**src/rtl/pipeline_ctrl.sv**
```systemverilog
// Hazard/redirect controller: branch flush, load-use bubble, mul/div stall.
// Optional perf counters (stall_cnt, flush_cnt) under PIPE_CTRL_PERF_EN.
module pipeline_ctrl #(
  parameter int unsigned REDIRECT_HOLD = 1,
  parameter int unsigned PERF_W        = 32
) (
  input  logic              clk,
  input  logic              rst_n,
  input  logic              branch,
  input  logic [4:0]        id_rs1,
  input  logic [4:0]        id_rs2,
  input  logic              id_uses_rs1,
  input  logic              id_uses_rs2,
  input  logic              ex_mem_read,
  input  logic [4:0]        ex_rd,
  input  logic              mc_start,
  input  logic              mc_done,
  output logic              mux_to_pc,
  output logic              IF_Flush,
  output logic              ID_Flush,
  output logic              pc_write,
  output logic              if_id_write,
  output logic              id_bubble,
  output logic              ex_stall,
`ifdef PIPE_CTRL_PERF_EN
  output logic [PERF_W-1:0] stall_cnt,
  output logic [PERF_W-1:0] flush_cnt,
`endif
  output logic [1:0]        ctrl_state
);

  typedef enum logic [1:0] {
    ST_RUN   = 2'd0,
    ST_FLUSH = 2'd1,
    ST_MCW   = 2'd2
  } state_e;

  localparam logic [2:0] HOLD_RELOAD = 3'(REDIRECT_HOLD - 1);

  state_e     state_q, state_d;
  logic [2:0] hold_q, hold_d;
  logic       load_use;
  logic       mux_c, iff_c, idf_c, pcw_c;
  logic       ifw_c, bub_c, stall_c;

  assign load_use = ex_mem_read && (ex_rd != 5'd0) &&
                    ((id_uses_rs1 && (id_rs1 == ex_rd)) ||
                     (id_uses_rs2 && (id_rs2 == ex_rd)));

  always_comb begin
    state_d = state_q;
    hold_d  = hold_q;
    mux_c   = 1'b0;
    iff_c   = 1'b0;
    idf_c   = 1'b0;
    pcw_c   = 1'b1;
    ifw_c   = 1'b1;
    bub_c   = 1'b0;
    stall_c = 1'b0;
    case (state_q)
      ST_FLUSH: begin
        iff_c = 1'b1;
        idf_c = 1'b1;
        if (branch) begin
          mux_c  = 1'b1;
          hold_d = HOLD_RELOAD;
        end else if (hold_q <= 3'd1) begin
          hold_d  = 3'd0;
          state_d = ST_RUN;
        end else begin
          hold_d = hold_q - 3'd1;
        end
      end
      ST_MCW: begin
        if (mc_done) begin
          state_d = ST_RUN;
        end else begin
          pcw_c   = 1'b0;
          ifw_c   = 1'b0;
          stall_c = 1'b1;
        end
      end
      default: begin
        // Unused encoding 3 behaves as RUN and returns to it.
        state_d = ST_RUN;
        if (branch) begin
          mux_c = 1'b1;
          iff_c = 1'b1;
          idf_c = 1'b1;
          if (REDIRECT_HOLD > 1) begin
            hold_d  = HOLD_RELOAD;
            state_d = ST_FLUSH;
          end
        end else if (mc_start) begin
          pcw_c   = 1'b0;
          ifw_c   = 1'b0;
          stall_c = 1'b1;
          state_d = ST_MCW;
        end else if (load_use) begin
          pcw_c = 1'b0;
          ifw_c = 1'b0;
          bub_c = 1'b1;
        end
      end
    endcase
  end

  always_ff @(posedge clk) begin
    if (!rst_n) begin
      state_q <= ST_RUN;
      hold_q  <= 3'd0;
    end else begin
      state_q <= state_d;
      hold_q  <= hold_d;
    end
  end

  assign mux_to_pc   = rst_n & mux_c;
  assign IF_Flush    = rst_n & iff_c;
  assign ID_Flush    = rst_n & idf_c;
  assign pc_write    = ~rst_n | pcw_c;
  assign if_id_write = ~rst_n | ifw_c;
  assign id_bubble   = rst_n & bub_c;
  assign ex_stall    = rst_n & stall_c;
  assign ctrl_state  = state_q;

`ifdef PIPE_CTRL_PERF_EN
  localparam logic [PERF_W-1:0] ONE = PERF_W'(1);

  logic [PERF_W-1:0] stall_q, flush_q;

  always_ff @(posedge clk) begin
    if (!rst_n) begin
      stall_q <= '0;
      flush_q <= '0;
    end else begin
      if (!pc_write && (stall_q != '1)) stall_q <= stall_q + ONE;
      if (IF_Flush && (flush_q != '1)) flush_q <= flush_q + ONE;
    end
  end

  assign stall_cnt = stall_q;
  assign flush_cnt = flush_q;
`endif

endmodule

```
**config.mk**
```make
export PLATFORM = sky130hd
export DESIGN_NAME = pipeline_ctrl
export DESIGN_NICKNAME = d
export VERILOG_FILES = /design/src/rtl/pipeline_ctrl.sv
export SDC_FILE = /design/constraint.sdc
export NUM_CORES = 1
export LEC_CHECK = 0
export CORE_AREA = 2 2 39 41
export CTS_CLUSTER_DIAMETER = 40
export DETAILED_ROUTE_END_ITERATION = 12
export DIE_AREA = 0 0 41 43
export PLACE_DENSITY = 0.64
export RECOVER_POWER = 25
export SLEW_MARGIN = 20
export SYNTH_ARGS = -nofsm -noshare
export SYNTH_HDL_FRONTEND = slang
export SYNTH_SLANG_ARGS = --single-unit
```
**constraint.sdc**
```tcl
create_clock -name clk -period 1.8 [get_ports clk]
set_clock_uncertainty 0.05 [all_clocks]
set_input_delay 0.54 -clock clk [delete_from_list [all_inputs] [get_ports clk]]
set_output_delay 0.54 -clock clk [all_outputs]
set_load 0.02 [all_outputs]
```
=== Yosys cells after proc, flatten, opt, wreduce, memory -nomap -nowiden ===
Cells that the tools add are included.

* Bits in registers: 5
* Bits of input ports: 23
* Output and inout port bits: 9
* Word-level logic and storage cells: 49

* $add $sub $neg: 1
* Order comparisons: 1
* Equal/unequal tests: 7
* Multiplexer cells: 24
* Bitwise operators: 6
* Reductions and logical operators: 8

{| class="wikitable"
|+ Operators by type and width
! kind !! count
|-
| 1-bit 2-to-1 mux || 13
|-
| 5-bit equality test || 2
|-
| 2-bit 2-to-1 mux || 5
|-
| 3-bit 2-to-1 mux || 2
|-
| 2-bit != test (second input constant) || 3
|-
| 1-bit one-hot mux with 2 select lines || 3
|-
| 5-bit nonzero test || 1
|-
| 1-bit AND || 4
|-
| 1-bit logical AND || 4
|-
| 2-bit one-hot mux with 2 select lines || 1
|-
| 3-bit by 1-bit less-or-equal comparator with 1-bit output (second input constant) || 1
|-
| 3-bit AND reduction || 1
|-
| 3-bit by 1-bit subtractor with 3-bit output (second input constant) || 1
|-
| 2-bit by 1-bit equality test with 1-bit output (second input constant) || 1
|-
| 2-bit equality test (second input constant) || 1
|-
| 2-bit OR reduction || 1
|-
| 1-bit logical OR || 1
|-
| 1-bit inverter || 1
|-
| 1-bit OR || 1
|}

=== Depth between registers and ports, before layout ===
* Depth in word-level cells: 9
* Mapped depth: 5
* Gate-level depth less buffers: 4

=== Least setup slack after synthesis ===
OpenSTA, ideal clock, no wires.

* Kind: input to output
* Start: input port branch
* End: output port pc_write
* Arrival time: 1.558 ns
* Data required time: 1.210 ns
* Slack: -0.348 ns
* Stages on the path: 5
* Path buffers: 1
* Cell sequence: nor2_1 -> a21oi_1 -> nor2b_1 -> a31oi_1 -> buf_4

* Longest elaborated chain between the ends: 3

{| class="wikitable"
|+ RTL lines
! item !! RTL line !! text
|-
| from (decl) || 9 || <nowiki>input logic branch,</nowiki>
|-
| 1-bit 2-to-1 mux || n/a ||
|-
| 1-bit one-hot mux with 2 select lines || n/a ||
|-
| 1-bit OR || n/a ||
|-
| to (decl) || 21 || <nowiki>output logic pc_write,</nowiki>
|}

No other way between the ends.

=== Worst setup path after layout ===
* Start: input port id_rs2[2]
* End: output port id_bubble

* Longest elaborated chain between the ends: 9

{| class="wikitable"
|+ RTL lines
! item !! RTL line !! text
|-
| from (decl) || 11 || <nowiki>input logic [4:0] id_rs2,</nowiki>
|-
| 5-bit equality test || 48 || <nowiki>(id_uses_rs2 && (id_rs2 == ex_rd)));</nowiki>
|-
| 1-bit logical AND || 48 ||
|-
| 1-bit logical OR || 47 || <nowiki>((id_uses_rs1 && (id_rs1 == ex_rd)) ||</nowiki>
|-
| 1-bit logical AND || 46 || <nowiki>assign load_use = ex_mem_read && (ex_rd != 5'd0) &&</nowiki>
|-
| 1-bit 2-to-1 mux || 99 || <nowiki>end else if (load_use) begin</nowiki>
|-
| 1-bit 2-to-1 mux || 94 || <nowiki>end else if (mc_start) begin</nowiki>
|-
| 1-bit 2-to-1 mux || 86 || <nowiki>if (branch) begin</nowiki>
|-
| 1-bit 2-to-1 mux || 60 || <nowiki>case (state_q)</nowiki>
|-
| 1-bit AND || 123 || <nowiki>assign id_bubble = rst_n & bub_c;</nowiki>
|-
| to (decl) || 23 || <nowiki>output logic id_bubble,</nowiki>
|}

No other way between the ends.

==> results_dict.tcl <==
set metrics [dict create \
    p_per_area_mw_per_mm2 273 \
    area_growth_pct 184 \
    place_ws_ns -1.14 \
    track_usage 0.107 \
    syn_area_um2 243 \
    grt_pass1_vias 315 \
    status "complete, but fails checks" \
    drtIter0Drc 0 \
    ys_types 15 \
    gp_congestion 0.647 \
    wl_per_cell_um 11.0 \
    boundaryPins 32 \
    gr-total-overflow 0 \
    finalPower_w 0.000188 \
    setup_viol 4 \
    fin_crit_ns 2.05 \
    syn_avg_cell_area_um2 7.36 \
    critical_path_class "in2out" \
    critPathTopFamily "simple AND/OR/NAND/NOR gates" \
    crit_fanout 2 \
    clock_latency_ns 0 \
    synth_top_family_by_area "XOR/XNOR gates" \
    fp.dieH_um 43 \
    grt-busiest-layer "met2" \
    crit_path_top_delay_cell "and4b_2" \
    grt_pass1_wl_mm 1.37 \
    leakage_nw 0.329 \
    n_antenna_cell 0 \
    grt_start_max_net_pins 5 \
    tns_ns -0.806 \
    ys_seq_area_frac 0.0825 \
    yosys.area_share.adder 0 \
    cap_violations 0 \
    dp_hpwl_um 690 \
    min_path_type "in2reg" \
    cp.required_ns 1.21 \
    routed_wl_um 939 \
    drcViolationCount 0 \
    layout.nets 94 \
    synthMuxAreaShare 0 \
    die_area_mm2 0.00176 \
    core_mm2 0.00138 \
    die_w_um 41 \
    port_buffers 30 \
    violations "setup timing" \
    rows 14 \
    use_met2 0.188 \
    viasPerCell 4.22 \
    crit_top_cell "buf_6" \
    start_util 0.175 \
    end_kind "output port" \
    cp.arrival_ns 1.46 \
    ys_warn_count 0 \
    largest_register_ffs 1 \
    final_common_cell "buf_6" \
    cpPeakStageDelay_ns 0.25 \
    gr-usage-met1 0.150 \
    synth_cells 33 \
    fin_util 0.497 \
    timing.final.crit_share 1.14 \
    drive_gt1_frac 0.754 \
    holdWs_ns 0.840 \
    drv_slew 0 \
    maxClockFrequency_mhz 488 \
    synth_xor_xnor_area_share 0.361 \
    grt_util_met3 0 \
    ir_drop_mv 0.116 \
    finalHoldViolations 0 \
    antenna_found_initial 0 \
    final_cell_mix "buf_6 (13), buf_2 (11), xnor2_2 (8), buf_4 (8), dlygate4sd2_1 (3)" \
    postRouteAntennaNets 0 \
    cp_num_buf_inv 2 \
    dr_total_vias 359 \
    synth_compound_area_frac 0.0722 \
    crit_path_start_kind "input pin" \
    synth_fp_nets 56 \
    grt_setup_unrepaired "true" \
    setup_slack_ns -0.250 \
    firstDrtPassIters 1 \
    ys_ff_latch 1 \
    clk_pin_slew_worst_paths_ns 0 \
    worstPathCellList "buf_6, xnor2_2, nand4_1, o22ai_2, and4b_2, buf_6" \
    synthSimpleGateAreaFrac 0.345 \
]
## cell type report
cell class | instances | area [µm²]
fillers | 131 | 696
repair buffers | 40 | 333
multi-input cells | 28 | 314
flip-flops and latches | 1 | 21.3
well taps | 16 | 20.0
## path summary, 6_finish.rpt
check / startpoint / depth (start not counted) / slack (ns) / endpoint
hold reg to reg: ctrl_state[1] / 6 / 0.98 / ctrl_state[1]
setup reg to reg: ctrl_state[1] / 6 / 0.60 / ctrl_state[1]
hold / removal: rst_n / 3 / 0.84 / ctrl_state[1]
setup / recovery: id_rs2[2] / 6 / -0.25 / id_bubble
## metal layers
| metal | part of all wire | vias to the layer above |
|---|---|---|
| met3 | 0.078 | 2 |
| met5 | 0 | - |
| met4 | 0.023 | 0 |
| met2 | 0.55 | 16 |
| met1 | 0.35 | 160 |
| li1 | - | 181 |
## worst reg2reg max path: cells and delay by family, from the launching register on
family | cells | cell delay [ns]
AOI/OAI and AO/OA | 1 | 0.07
DFF | 1 | 0.38
buffers and inverters | 3 | 0.38
and+or+nand+nor | 2 | 0.25
## per-stage QoR
| stage | instances | cell area [µm²] |
|---|---|---|
| after floorplan | 33 | 300 |
| after global placement | 82 | 639 |
| after detailed placement | 82 | 639 |
| after CTS | 84 | 651 |
| after global routing | 85 | 688 |
| final | 85 | 688 |
## kinds of logic after synthesis
logic type / after synthesis
simple gates: 14
buf+inv: 4
other cells: 1
compound gates: 3
xor+xnor: 10
flops: 1
## synthesized netlist by cell type (all sizes together)
cell | instances | area, µm²
nand4 | 2 | 12.5
a21oi | 1 | 5.00
and4b | 1 | 10.0
xnor2 | 10 | 87.6
buf | 4 | 30.0
nor2b | 3 | 18.8
nor3 | 1 | 5.00
nand2 | 3 | 11.3
and3b | 1 | 8.76
dfxtp | 1 | 20.0
a31oi | 1 | 6.26
o22ai | 1 | 6.26
nor4bb | 1 | 10.0
nor2 | 2 | 7.51
conb | 1 | 3.75
## report_power, final
part	internal [W]	switching [W]
clock network	0	0
registers	0.0000242	0.00000267
logic	0.0000973	0.0000635
## what timing repair did
action | 4_1_cts | 5_1_grt
setup endpoints to repair | 7 | 8
gates cloned | 0 | 0
setup buffers | 2 | 1
pin swaps | 22 | 10
hold buffers | 0 | 0
resized for setup | 128 | 10
No activity file was read; power rests on OpenSTA's default activity.
